[src/rtl/clock_pkg.sv]
// clock_pkg: constants and types shared by the digital clock stages
// (keypad entry, time-of-day counter, display driver).
//   CLK_HZ_DEFAULT        default system clock frequency in Hz
//   SEC_TENS_MAX          largest tens digit of minutes/seconds (5)
//   DIG_MAX               largest BCD units digit (9)
//   HOUR_TENS_MAX         largest hour tens digit (2)
//   HOUR_UNITS_MAX_AT_20  largest hour units digit when the tens digit is 2 (3)
//   bcd_t                 one 4-bit BCD digit
package clock_pkg;

  localparam int unsigned CLK_HZ_DEFAULT = 50_000_000;

  localparam logic [3:0] SEC_TENS_MAX         = 4'd5;
  localparam logic [3:0] DIG_MAX              = 4'd9;
  localparam logic [3:0] HOUR_TENS_MAX        = 4'd2;
  localparam logic [3:0] HOUR_UNITS_MAX_AT_20 = 4'd3;

  typedef logic [3:0] bcd_t;

endpackage

[src/rtl/tick_prescaler.sv]
// tick_prescaler: divides the system clock down to a once-per-period strobe.
// Ports:
//   clk  in   system clock
//   rst  in   synchronous active-high reset (count and tc to 0)
//   clr  in   restart the count from 0 (takes priority over en)
//   en   in   advance the count by one this cycle
//   tc   out  registered; 1 while the count sits at CLK_HZ-1
// tc is registered from the next count value, so it is aligned with the
// cycle in which the count equals its terminal value. The consumer acts
// at the edge ending that cycle, which is also where the count wraps.
module tick_prescaler #(
  parameter int unsigned CLK_HZ = clock_pkg::CLK_HZ_DEFAULT
) (
  input  logic clk,
  input  logic rst,
  input  logic clr,
  input  logic en,
  output logic tc
);

  localparam int unsigned CW = (CLK_HZ > 1) ? $clog2(CLK_HZ) : 1;
  localparam logic [CW-1:0] TC_VAL = CW'(CLK_HZ - 1);

  logic [CW-1:0] cnt_q, cnt_d;
  logic          tc_q;

  always_comb begin
    cnt_d = cnt_q;
    if (clr) begin
      cnt_d = '0;
    end else if (en) begin
      cnt_d = (cnt_q == TC_VAL) ? '0 : cnt_q + 1'b1;
    end
  end

  always_ff @(posedge clk) begin
    if (rst) begin
      cnt_q <= '0;
      tc_q  <= 1'b0;
    end else begin
      cnt_q <= cnt_d;
      tc_q  <= (cnt_d == TC_VAL);
    end
  end

  assign tc = tc_q;

endmodule

[src/rtl/clock_time_counter.sv]
// clock_time_counter: 24-hour time-of-day counter with keypad load.
// Ports:
//   clk, rst             system clock, synchronous active-high reset
//   set_en               setting mode (level); its 1->0 edge loads set_*
//   set_h1..set_s0       BCD digits from the keypad stage
//   H1,H0,M1,M0,S1,S0    current time, BCD
//   sec_tick             one-cycle pulse, first cycle a new second is visible
//   hour_tick            like sec_tick, but only when M:S wrapped to 00:00
//   load_err             sticky: the last load attempt was rejected
// Priority each cycle: reset, then load (falling set_en), then setting
// mode hold, then run-mode counting.
module clock_time_counter
  import clock_pkg::*;
#(
  parameter int unsigned CLK_HZ = CLK_HZ_DEFAULT
) (
  input  logic       clk,
  input  logic       rst,
  input  logic       set_en,
  input  logic [3:0] set_h1,
  input  logic [3:0] set_h0,
  input  logic [3:0] set_m1,
  input  logic [3:0] set_m0,
  input  logic [3:0] set_s1,
  input  logic [3:0] set_s0,
  output logic [3:0] H1,
  output logic [3:0] H0,
  output logic [3:0] M1,
  output logic [3:0] M0,
  output logic [3:0] S1,
  output logic [3:0] S0,
  output logic       sec_tick,
  output logic       hour_tick,
  output logic       load_err
);

  bcd_t h1_q, h0_q, m1_q, m0_q, s1_q, s0_q;
  bcd_t h1_d, h0_d, m1_d, m0_d, s1_d, s0_d;
  logic set_en_q;
  logic sec_tick_q, sec_tick_d;
  logic hour_tick_q, hour_tick_d;
  logic load_err_q, load_err_d;

  logic load, run, tc, set_ok;

  // Load fires on the falling edge of set_en; run excludes that cycle so a
  // load can never coincide with an increment.
  assign load = set_en_q & ~set_en;
  assign run  = ~set_en & ~load;

  tick_prescaler #(.CLK_HZ(CLK_HZ)) u_prescaler (
    .clk (clk),
    .rst (rst),
    .clr (set_en | load),
    .en  (run),
    .tc  (tc)
  );

  assign set_ok = (set_h1 <= HOUR_TENS_MAX) &&
                  (set_h0 <= DIG_MAX) &&
                  !((set_h1 == HOUR_TENS_MAX) && (set_h0 > HOUR_UNITS_MAX_AT_20)) &&
                  (set_m1 <= SEC_TENS_MAX) && (set_m0 <= DIG_MAX) &&
                  (set_s1 <= SEC_TENS_MAX) && (set_s0 <= DIG_MAX);

  // BCD cascade: each carry is the previous carry AND this digit at its max.
  logic c_s0, c_s1, c_m0, c_m1;
  bcd_t s0_inc, s1_inc, m0_inc, m1_inc, h0_inc, h1_inc;

  always_comb begin
    c_s0 = (s0_q == DIG_MAX);
    c_s1 = c_s0 && (s1_q == SEC_TENS_MAX);
    c_m0 = c_s1 && (m0_q == DIG_MAX);
    c_m1 = c_m0 && (m1_q == SEC_TENS_MAX);

    s0_inc = c_s0 ? 4'd0 : s0_q + 4'd1;
    s1_inc = s1_q;
    if (c_s0) s1_inc = (s1_q == SEC_TENS_MAX) ? 4'd0 : s1_q + 4'd1;
    m0_inc = m0_q;
    if (c_s1) m0_inc = (m0_q == DIG_MAX) ? 4'd0 : m0_q + 4'd1;
    m1_inc = m1_q;
    if (c_m0) m1_inc = (m1_q == SEC_TENS_MAX) ? 4'd0 : m1_q + 4'd1;

    h0_inc = h0_q;
    h1_inc = h1_q;
    if (c_m1) begin
      if ((h1_q == HOUR_TENS_MAX) && (h0_q == HOUR_UNITS_MAX_AT_20)) begin
        h0_inc = 4'd0;
        h1_inc = 4'd0;
      end else if (h0_q == DIG_MAX) begin
        h0_inc = 4'd0;
        h1_inc = h1_q + 4'd1;
      end else begin
        h0_inc = h0_q + 4'd1;
      end
    end
  end

  always_comb begin
    h1_d        = h1_q;
    h0_d        = h0_q;
    m1_d        = m1_q;
    m0_d        = m0_q;
    s1_d        = s1_q;
    s0_d        = s0_q;
    load_err_d  = load_err_q;
    sec_tick_d  = 1'b0;
    hour_tick_d = 1'b0;
    if (load) begin
      if (set_ok) begin
        h1_d       = set_h1;
        h0_d       = set_h0;
        m1_d       = set_m1;
        m0_d       = set_m0;
        s1_d       = set_s1;
        s0_d       = set_s0;
        load_err_d = 1'b0;
      end else begin
        load_err_d = 1'b1;
      end
    end else if (run && tc) begin
      h1_d        = h1_inc;
      h0_d        = h0_inc;
      m1_d        = m1_inc;
      m0_d        = m0_inc;
      s1_d        = s1_inc;
      s0_d        = s0_inc;
      sec_tick_d  = 1'b1;
      hour_tick_d = c_m1;
    end
  end

  always_ff @(posedge clk) begin
    if (rst) begin
      h1_q        <= 4'd0;
      h0_q        <= 4'd0;
      m1_q        <= 4'd0;
      m0_q        <= 4'd0;
      s1_q        <= 4'd0;
      s0_q        <= 4'd0;
      set_en_q    <= 1'b0;
      sec_tick_q  <= 1'b0;
      hour_tick_q <= 1'b0;
      load_err_q  <= 1'b0;
    end else begin
      h1_q        <= h1_d;
      h0_q        <= h0_d;
      m1_q        <= m1_d;
      m0_q        <= m0_d;
      s1_q        <= s1_d;
      s0_q        <= s0_d;
      set_en_q    <= set_en;
      sec_tick_q  <= sec_tick_d;
      hour_tick_q <= hour_tick_d;
      load_err_q  <= load_err_d;
    end
  end

  assign H1        = h1_q;
  assign H0        = h0_q;
  assign M1        = m1_q;
  assign M0        = m0_q;
  assign S1        = s1_q;
  assign S0        = s0_q;
  assign sec_tick  = sec_tick_q;
  assign hour_tick = hour_tick_q;
  assign load_err  = load_err_q;

endmodule

[config.mk]
export PLATFORM = sky130hd
export DESIGN_NAME = clock_time_counter
export DESIGN_NICKNAME = d
export VERILOG_FILES = /design/src/rtl/clock_pkg.sv /design/src/rtl/tick_prescaler.sv /design/src/rtl/clock_time_counter.sv
export SDC_FILE = /design/constraint.sdc
export NUM_CORES = 1
export LEC_CHECK = 0
export BUFFER_PORTS_ARGS = -buffer_cell sky130_fd_sc_hd__buf_4
export CAP_MARGIN = 20
export CORE_ASPECT_RATIO = 0.5
export CORE_MARGIN = 2
export CORE_UTILIZATION = 46
export CTS_BUF_LIST = sky130_fd_sc_hd__clkbuf_2
export CTS_CLUSTER_SIZE = 40
export DETAILED_ROUTE_END_ITERATION = 7
export HOLD_SLACK_MARGIN = 0.03
export PLACE_DENSITY = 0.72
export SYNTH_ARGS = -nofsm -noshare
export SYNTH_HDL_FRONTEND = slang
export SYNTH_SLANG_ARGS = --single-unit
[constraint.sdc]
create_clock -name clk -period 4.5 [get_ports clk]
set_input_delay 0.225 -clock clk [delete_from_list [all_inputs] [get_ports clk]]
set_output_delay 0.225 -clock clk [all_outputs]
set_load 0.01 [all_outputs]
==> impl_metrics.env, run 1 <==
export IMPL_status="complete, no violations"
export IMPL_clock_latency_ns=0.45
export IMPL_setup_viol=0
export IMPL_cts_clk_slew_worst_paths_ns=0.27
export IMPL_grt_use_total_pct=20.7
export IMPL_drcViolationCount=0
export IMPL_dr_pass1_iters=4
export IMPL_tns_ns=0
export IMPL_htree_levels=2
export IMPL_start_util_pct=49.0
export IMPL_hold_class="in2reg"
export IMPL_synthTopCellsByArea="dfxtp_1, nor2_1, nand2_1, xor2_1, nand3_1"
export IMPL_rows=20
export IMPL_core_area_mm2=0.00626
export IMPL_max_vdd_ir_drop_mv=0.0986
export IMPL_grt_start_max_net_pins=39
export IMPL_viasPerCell=5.69
export IMPL_grt_antenna_before_repair=0
export IMPL_wl_per_cell_um=14.2
export IMPL_slowest_stage="o21ai_0"
export IMPL_clock_sinks=55
export IMPL_first_iter_violations=203
export IMPL_cts_buffer_depth=2
export IMPL_cts_tree="built"
export IMPL_cp_arrival_ns=2.76
export IMPL_cts_root_buf="clkbuf_2"
export IMPL_layout_min_cycle_time_ns=2.35
export IMPL_seq_area_frac_synth_pct=35.9
export IMPL_nFillCells=595
export IMPL_placed_area_mm2=0.00352
export IMPL_avgSynthCellArea_um2=7.93
export IMPL_insertedDiodeCount=0
export IMPL_nets=468
export IMPL_ant_nets=0
export IMPL_yosysMostFrequentCell="dfxtp_1"
export IMPL_critPathBufInv=0
export IMPL_rsz0062_at_grt="no"
export IMPL_synth_distinct_cells=54
export IMPL_design_area_mm2=0.00361
export IMPL_syn_nets=419
export IMPL_cts_resized=0
export IMPL_critPathKind="reg2reg"
export IMPL_clock_skew_ns=0.0108
export IMPL_max_freq_mhz=425
export IMPL_power_density_mw_per_mm2=208
export IMPL_fin_cells=525
export IMPL_port_buffers=53
export IMPL_crit_chain="ha_1, nor4b_1, a22oi_1, o21ai_0, nand3_2, or2_0, a21oi_1"
export IMPL_maxCapViolCount=0
export IMPL_cpPeakStageDelay_ns=0.51
export IMPL_async_flop_share_pct=0
export IMPL_synth_top_area_share_pct=35.9
export IMPL_synth_common_cells="dfxtp_1, nor2_1, nand2_1"
export IMPL_yosys_register_bits=55
export IMPL_required_ns=4.91
export IMPL_ios=54
export IMPL_overflow=0
export IMPL_fin_ws_ns=2.15
export IMPL_hold_slack_ns=0.0831
export IMPL_crit_fanout=7
export IMPL_drv_slew=0
export IMPL_tightestPinTransition_ns=0.962
export IMPL_post_place_cells=513
export IMPL_synth_edf_count=0
export IMPL_grt_pass1_vias=2675
export IMPL_area_growth_pct=17.7
export IMPL_wl_um=7470
export IMPL_synth_cells=387
export IMPL_critPathTopFamily="simple AND/OR/NAND/NOR gates"
export IMPL_netlist_area_mm2=0.00307
export IMPL_relSlewSlack_pct=35.9
export IMPL_numCtsBuffers=5
export IMPL_layout_drive_gt1_share_pct=16.5
export IMPL_ys_flop_type="dfxtp_1"
export IMPL_hold_viol_final=0
export IMPL_ys_warn_count=0
export IMPL_die_width_um=119
export IMPL_dieArea_mm2=0.00738
export IMPL_synth_top_cell_by_area="dfxtp_1"
export IMPL_gp_congestion=0.890
export IMPL_dpl_hpwl_um=5420
export IMPL_die_h_um=61.7
export IMPL_preCtsSetupSlack_ns=2.22
export IMPL_power_leakage_nw=1.26
export IMPL_crit_path_end_kind="flip-flop"
export IMPL_fin_crit_sh_pct=52.3
export IMPL_grt_pass1_wl_um=12300
export IMPL_vias=2985
export IMPL_critPathLaunchType="flip-flop"
## report_power, final
| group | total, mW | internal (mW) | switching (mW) |
|---|---|---|---|
| sequential | 0.493 | 0.491 | 0.00191 |
| clock | 0.201 | 0.0375 | 0.163 |
| combinational | 0.0583 | 0.0266 | 0.0317 |
## routing by layer
metal	global-route usage (%)	part of all wire (%)	vias up
met3	4.29	4.7	5
li1	-	-	1486
met4	7.56	0.70	0
met2	36.4	49	74
met1	26.2	46	1420
met5	0	0	-
## tightest hold or removal path, cell delays in order
cell,delay (ns)
buf_4,0.12
a21oi_1,0.11
a211oi_1,0.07
## through the flow
stage / total power [mW] / util [%]
6_report: 0.752 / 57.7
3_3_place_gp: 0.555 / 56.3
3_5_place_dp: 0.557 / 56.3
4_1_cts: 0.760 / 57.7
2_1_floorplan: 0.528 / -
5_1_grt: 0.786 / 57.7
## cell usage in the layout, fill, tap and decap left out, drive strengths merged, types with 10 or more instances in the layout
cell   count
nand3     25
dfxtp     55
nand2     43
nor2      54
nor3      10
xor2      16
o21ai     23
a21oi     18
nand4     10
buf       54
## worst paths after layout
kind | start | to | slack, ns | depth (start not counted)
setup / recovery | H1[1] | H1[3] | 2.15 | 7
hold / removal | set_s1[2] | S1[2] | 0.08 | 3
setup reg to reg | H1[1] | H1[3] | 2.15 | 7
hold reg to reg | H0[2] | H0[2] | 0.53 | 2
## logic make-up (layout without fill, tap and decap cells)
kind of cell / Yosys count / count (layout) / synth area share, %
and+or+nand+nor: 197 / 197 / 33.2
AOI/OAI and AO/OA: 77 / 77 / 16.8
buffers and inverters: 22 / 72 / 3.02
DFF: 55 / 55 / 35.9
xor gates and xnor gates: 25 / 25 / 7.14
muxes: 6 / 6 / 1.96
adders and majority gates: 5 / 5 / 2.04
## cell type report
| class | count | area [µm²] | area share [%] |
|---|---|---|---|
| Timing Repair Buffer | 58 | 445 | 12.3 |
| Sequential cell | 55 | 1100 | 30.5 |
| Clock inverter | 3 | 20.0 | 0.555 |
| Clock buffer | 5 | 25.0 | 0.693 |
| Multi-Input combinational cell | 310 | 1890 | 52.2 |
| Inverter | 6 | 22.5 | 0.624 |
| Tap cell | 88 | 110 | 3.05 |
## repair_timing
item,4_1_cts,5_1_grt
setup buffers,0,0
endpoints found under the hold margin,4,0
hold buffers,4,0
## state kept, by name, indices dropped and copies added, names as in the netlist
signal             cells
u_prescaler.cnt_q     26
load_err               1
u_prescaler.tc         1
hour_tick              1
S1                     4
sec_tick               1
S0                     4
M0                     4
H0                     4
set_en_q               1
M1                     4
H1                     4
Power figures use the tool's default switching activity.
==> run 2, diff against run 1 <==
Settings changed: ABC_AREA set to 1, PLACE_DENSITY 0.72 to 0.71.
Clock period 4.5 ns to 2.26 ns, I/O delays scaled along.
==> impl_metrics.env, run 2 <==
export IMPL_port_buffers=53
export IMPL_crit_top_cell="nand3_1"
export IMPL_clock_skew_ns=0.0318
export IMPL_ys_flop_type="dfxtp_1"
export IMPL_status="complete, no violations"
export IMPL_cts_setup_buffers=0
export IMPL_nFillCells=706
export IMPL_crit_chain="ha_1, nand3_1, nor2_2, nand2_1, inv_1, nand3_1, nand3_2, buf_4, a21oi_1"
export IMPL_final_util_pct=57.8
export IMPL_post_place_cells=707
export IMPL_clock_sinks=55
export IMPL_syn_nets=595
export IMPL_wl_per_cell_um=11.9
export IMPL_area_growth_pct=22.3
export IMPL_required_ns=2.62
export IMPL_ios=54
export IMPL_power_density_mw_per_mm2=376
export IMPL_setup_viol=0
export IMPL_rr_endpoint="u_prescaler.cnt_q[12]"
export IMPL_start_util_pct=47.2
export IMPL_grt_use_total_pct=22.3
export IMPL_ys_warn_count=0
export IMPL_grt_pass1_vias=3254
export IMPL_crit_path_end_kind="flip-flop"
export IMPL_hold_class="in2reg"
export IMPL_cpPeakStageDelay_ns=0.43
export IMPL_grt_antenna_before_repair=1
export IMPL_fin_crit_sh_pct=80.2
export IMPL_cts_buffer_depth=2
export IMPL_multi_input_area_mm2=0.00203
export IMPL_dpl_hpwl_um=6450
export IMPL_power_mw=1.58
export IMPL_yosysMostFrequentCell="nand2_1"
export IMPL_design_area_mm2=0.00420
export IMPL_cts_root_buf="clkbuf_2"
export IMPL_first_iter_violations=286
export IMPL_yosys_register_bits=55
export IMPL_async_flop_share_pct=0
export IMPL_internal_power_mw=1.15
export IMPL_cts_clk_slew_worst_paths_ns=0.27
export IMPL_layout_drive_gt1_share_pct=15.9
export IMPL_nets=672
export IMPL_ant_nets=0
export IMPL_drcViolationCount=0
export IMPL_drv_slew=0
export IMPL_wl_um=8800
export IMPL_hold_slack_ns=0.0377
export IMPL_cp_arrival_ns=2.17
export IMPL_combPwrFrac_pct=12.9
export IMPL_power_leakage_nw=1.78
export IMPL_regMostFlops="u_prescaler.cnt_q"
export IMPL_avgSynthCellArea_um2=6.10
export IMPL_tightestPinTransition_ns=0.344
export IMPL_min_delay_start="set_s1[1]"
export IMPL_synth_cells=563
export IMPL_vias=3669
export IMPL_fin_cells=737
export IMPL_grt_start_max_net_pins=24
export IMPL_critPathLaunchType="flip-flop"
export IMPL_seq_area_frac_synth_pct=32.1
export IMPL_hold_viol_final=0
export IMPL_die_width_um=126
export IMPL_dr_pass1_iters=5
export IMPL_critPathCapture="u_prescaler.cnt_q[12]"
export IMPL_synth_edf_count=0
export IMPL_netlist_area_mm2=0.00343
export IMPL_final_common_cell="nand2_1"
export IMPL_p_switching_uw=427
export IMPL_core_area_mm2=0.00727
export IMPL_reg2reg_depth=9
export IMPL_reg2reg_from="u_prescaler.cnt_q[0]"
export IMPL_mostFrequentLayoutCells="nand2_1, nor2_1, inv_1, buf_4, dfxtp_1"
export IMPL_placed_area_mm2=0.00394
export IMPL_numCtsBuffers=5
export IMPL_synthTopCellsByArea="dfxtp_1, nand2_1, nor2_1, nand3_1, inv_1"
export IMPL_synth_distinct_cells=37
export IMPL_slowest_stage="dfxtp_1"
export IMPL_grt_pass1_wl_um=14900
export IMPL_rows=22
export IMPL_largest_reg_flops=26
export IMPL_dieArea_mm2=0.00821
export IMPL_holdBufCountCts=21
export IMPL_rrSetupSlack_ns=0.45
export IMPL_synth_common_cells="nand2_1, nor2_1, inv_1"
export IMPL_crit_fanout=10
export IMPL_max_freq_mhz=551
export IMPL_relSlewSlack_pct=77.0
export IMPL_preCtsSetupSlack_ns=0.467
export IMPL_critPathKind="reg2reg"
export IMPL_fin_ws_ns=0.447
export IMPL_final_seq_area_mm2=0.00110
export IMPL_clock_latency_ns=0.47
export IMPL_tns_ns=0
export IMPL_overflow=0
export IMPL_max_vdd_ir_drop_mv=0.204
export IMPL_gp_congestion=0.884
export IMPL_crit_start="u_prescaler.cnt_q[0]"
export IMPL_synth_top_cell_by_area="dfxtp_1"
export IMPL_maxCapViolCount=0
export IMPL_layout_min_cycle_time_ns=1.81
export IMPL_rsz0062_at_grt="no"
export IMPL_die_h_um=65.1
export IMPL_htree_levels=2
export IMPL_swShare_pct=27.1
export IMPL_clkPwrFrac_pct=23.7
export IMPL_seqPwrFrac_pct=63.3
export IMPL_cts_tree="built"
export IMPL_cts_resized=0
export IMPL_viasPerCell=4.98
export IMPL_synth_top_area_share_pct=32.1
[run 2: cell count changes in the layout (fill, tap and decap cells not counted), sizes merged, moves of 7 or more]
cell / change
xor2: -12
nor2: +55
nand2b: -8
a21oi: +8
xnor2: -8
dlygate4sd3: +18
nor2b: -7
nand3: +27
inv: +63
nand2: +128
o31ai: -8
[run 2: logic make-up after synthesis]
logic type	after synthesis	share of synthesized area, %
DFF	55	32.1
AOI/OAI and AO/OA	65	10.5
xor gates and xnor gates	5	1.28
adders and majority gates	5	1.82
and+or+nand+nor	353	45.4
buffers and inverters	80	8.90
[run 2: final cells by class]
cell class | instances | share of cell area [%]
Clock inverter | 2 | 0.209
Timing Repair Buffer | 79 | 15.4
Sequential cell | 55 | 26.2
Multi-Input combinational cell | 428 | 48.3
Antenna cell | 1 | 0.0596
Inverter | 71 | 6.35
Tap cell | 96 | 2.86
Clock buffer | 5 | 0.596
[run 2: per-layer routing]
| metal | part of all wire (%) | wire (µm) | vias up | global-route usage, % |
|---|---|---|---|---|
| met5 | 0 | 0 | - | 0 |
| met1 | 48 | 4260 | 1608 | 30.1 |
| met4 | 1.3 | 114 | 0 | 5.91 |
| met2 | 44 | 3890 | 120 | 36.6 |
| met3 | 6.2 | 545 | 13 | 4.62 |
| li1 | - | - | 1928 | - |
[run 2: worst min path at each step]
stage / to / slack, ns / cells after the start
2_1_floorplan: M0[2] / 0.19 / 1
3_3_place_gp: set_en_q / 0.37 / 3
3_5_place_dp: set_en_q / 0.38 / 3
4_1_cts: H1[2] / 0.03 / 5
5_1_grt: H1[0] / 0.04 / 5
6_report: S1[1] / 0.04 / 5
[run 2: critical path, delay by kind of cell, from the launching register on]
kind	cells	cell delay, ns
AO/OA/AOI/OAI	1	0.05
adder cells (fa/ha/maj)	1	0.23
flip-flops	1	0.43
buffers and inverters	2	0.28
AND/OR/NAND/NOR	5	0.75
[run 2: power by group through the flow]
stage               Combinational (mW)  Clock [mW]  Sequential, mW
finish                           0.204       0.375            1.00
global route                     0.224       0.425            1.00
CTS                              0.200       0.392            1.00
detailed placement               0.170           0            1.02
global placement                 0.170           0            1.02
floorplan                       0.0866           0            1.02
==> run 3, diff against run 2 <==
Settings changed: PLACE_DENSITY 0.71 to 0.74.
Clock period 2.26 ns to 1.55 ns, I/O delays scaled along.
==> impl_metrics.env, run 3 (synthesized netlist as in run 2, its figures left out) <==
export IMPL_grt_pass1_vias=3686
export IMPL_fin_ws_ns=-0.154
export IMPL_dieArea_mm2=0.00821
export IMPL_nets=743
export IMPL_grt_antenna_before_repair=0
export IMPL_post_place_cells=761
export IMPL_cpPeakStageDelay_ns=0.43
export IMPL_min_delay_start="set_m0[1]"
export IMPL_design_area_mm2=0.00515
export IMPL_ant_nets=0
export IMPL_multi_input_area_mm2=0.00235
export IMPL_rr_endpoint="u_prescaler.tc"
export IMPL_die_width_um=126
export IMPL_power_density_mw_per_mm2=469
export IMPL_crit_fanout=4
export IMPL_reg2reg_from="u_prescaler.cnt_q[1]"
export IMPL_dr_pass1_iters=7
export IMPL_critPathKind="reg2reg"
export IMPL_crit_top_cell="nor2_1"
export IMPL_rrSetupSlack_ns=-0.15
export IMPL_max_vdd_ir_drop_mv=0.272
export IMPL_required_ns=1.96
export IMPL_relSlewSlack_pct=77.2
export IMPL_rsz0062_at_grt="yes"
export IMPL_wl_um=11100
export IMPL_setup_viol=5
export IMPL_port_buffers=53
export IMPL_violations="setup timing"
export IMPL_viasPerCell=5.20
export IMPL_max_freq_mhz=587
export IMPL_clock_sinks=55
export IMPL_vias=4191
export IMPL_final_seq_area_mm2=0.00113
export IMPL_hold_slack_ns=0.113
export IMPL_hold_viol_final=0
export IMPL_first_iter_violations=267
export IMPL_numCtsBuffers=5
export IMPL_crit_chain="ha_4, nand2_2, nor2_4, nand2_2, nor2_4, nand3_2, nor2_1, nor2_1, nor2_1, nand3_1, nor2_2"
export IMPL_status="complete, but fails checks"
export IMPL_layout_min_cycle_time_ns=1.70
export IMPL_clock_latency_ns=0.48
export IMPL_fin_cells=806
export IMPL_crit_start="u_prescaler.cnt_q[1]"
export IMPL_cts_buffer_depth=2
export IMPL_htree_levels=2
export IMPL_die_h_um=65.1
export IMPL_clock_skew_ns=0.0363
export IMPL_tns_ns=-0.278
export IMPL_whs_endpoint="M0[1]"
export IMPL_slowest_stage="dfxtp_4"
export IMPL_rows=22
export IMPL_critPathLaunchType="flip-flop"
export IMPL_tightestPinTransition_ns=0.341
export IMPL_largest_reg_flops=26
export IMPL_cts_tree="built"
export IMPL_layout_drive_gt1_share_pct=34.1
export IMPL_wl_per_cell_um=13.8
export IMPL_insertedDiodeCount=0
export IMPL_ios=54
export IMPL_nFillCells=565
export IMPL_area_growth_pct=50.1
export IMPL_reg2reg_depth=11
export IMPL_grt_use_total_pct=23.8
export IMPL_dpl_hpwl_um=7060
export IMPL_cts_clk_slew_worst_paths_ns=0.29
export IMPL_maxCapViolCount=0
export IMPL_hold_class="in2reg"
export IMPL_grt_pass1_wl_um=16000
export IMPL_placed_area_mm2=0.00436
export IMPL_grt_start_max_net_pins=30
export IMPL_hold_depth=5
export IMPL_mostFrequentLayoutCells="nand2_1, buf_4, nor2_1, inv_1, dfxtp_1"
export IMPL_final_common_cell="nand2_1"
export IMPL_gp_congestion=0.864
export IMPL_core_area_mm2=0.00727
export IMPL_fin_crit_sh_pct=110
export IMPL_start_util_pct=47.2
export IMPL_drv_slew=0
export IMPL_crit_path_end_kind="flip-flop"
export IMPL_cts_root_buf="clkbuf_2"
export IMPL_overflow=0
export IMPL_preCtsSetupSlack_ns=-0.134
export IMPL_power_leakage_nw=2.23
export IMPL_drcViolationCount=0
export IMPL_regMostFlops="u_prescaler.cnt_q"
export IMPL_cp_arrival_ns=2.11
==> run 3: final cells by class <==
cell class | instances | share of cell area [%]
inverters | 71 | 5.27
clock buffers | 6 | 0.583
multi-input cells | 428 | 45.6
flip-flops and latches | 55 | 21.9
well taps | 96 | 2.33
repair buffers | 150 | 24.3
==> run 3: power by group <==
part / total (mW) / switching (mW) / internal (mW) / leakage [nW]
Clock: 0.561 / 0.459 / 0.101 / 0.0249
Combinational: 0.410 / 0.202 / 0.208 / 1.75
Sequential: 1.45 / 0.0148 / 1.43 / 0.453
Total: 2.42 / 0.676 / 1.74 / 2.23
==> run 3: worst max-delay path, delay by kind of cell, from the launching register on <==
kind,cells,cell delay [ns]
adder cells (fa/ha/maj),1,0.16
flip-flops,1,0.43
AND/OR/NAND/NOR,10,1.06
==> run 3: how the worst max path moves through the flow <==
stage | slack [ns] | cells after the start | to
floorplan | 0.009 | 10 | H1[0]
global placement | -0.07 | 13 | u_prescaler.tc
detailed placement | -0.13 | 13 | u_prescaler.tc
CTS | -0.14 | 11 | u_prescaler.tc
global route | -0.28 | 12 | u_prescaler.tc
finish | -0.15 | 11 | u_prescaler.tc
==> run 3: metal layers <==
metal | vias to the layer above | GRT usage, % | part of all wire [%]
met5 | - | 0 | 0
met4 | 0 | 5.91 | 1.8
met3 | 28 | 3.55 | 5.3
met2 | 154 | 42.8 | 50
met1 | 1935 | 30.3 | 43
li1 | 2074 | - | -
==> run 3: metrics by stage <==
step / total power, mW / util [%]
2_1_floorplan: 1.61 / -
3_3_place_gp: 1.77 / 60.0
3_5_place_dp: 1.78 / 60.0
4_1_cts: 2.38 / 65.0
5_1_grt: 2.53 / 70.9
6_report: 2.42 / 70.9
==> run 3: timing repair <==
item / CTS / global route
endpoints found under the setup margin: 31 / 43
gates resized for setup: 12 / 102
hold buffers: 25 / 0
pin swaps: 4 / 26
endpoints found under the hold margin: 27 / 0
cloned: 0 / 0
setup buffers: 5 / 9
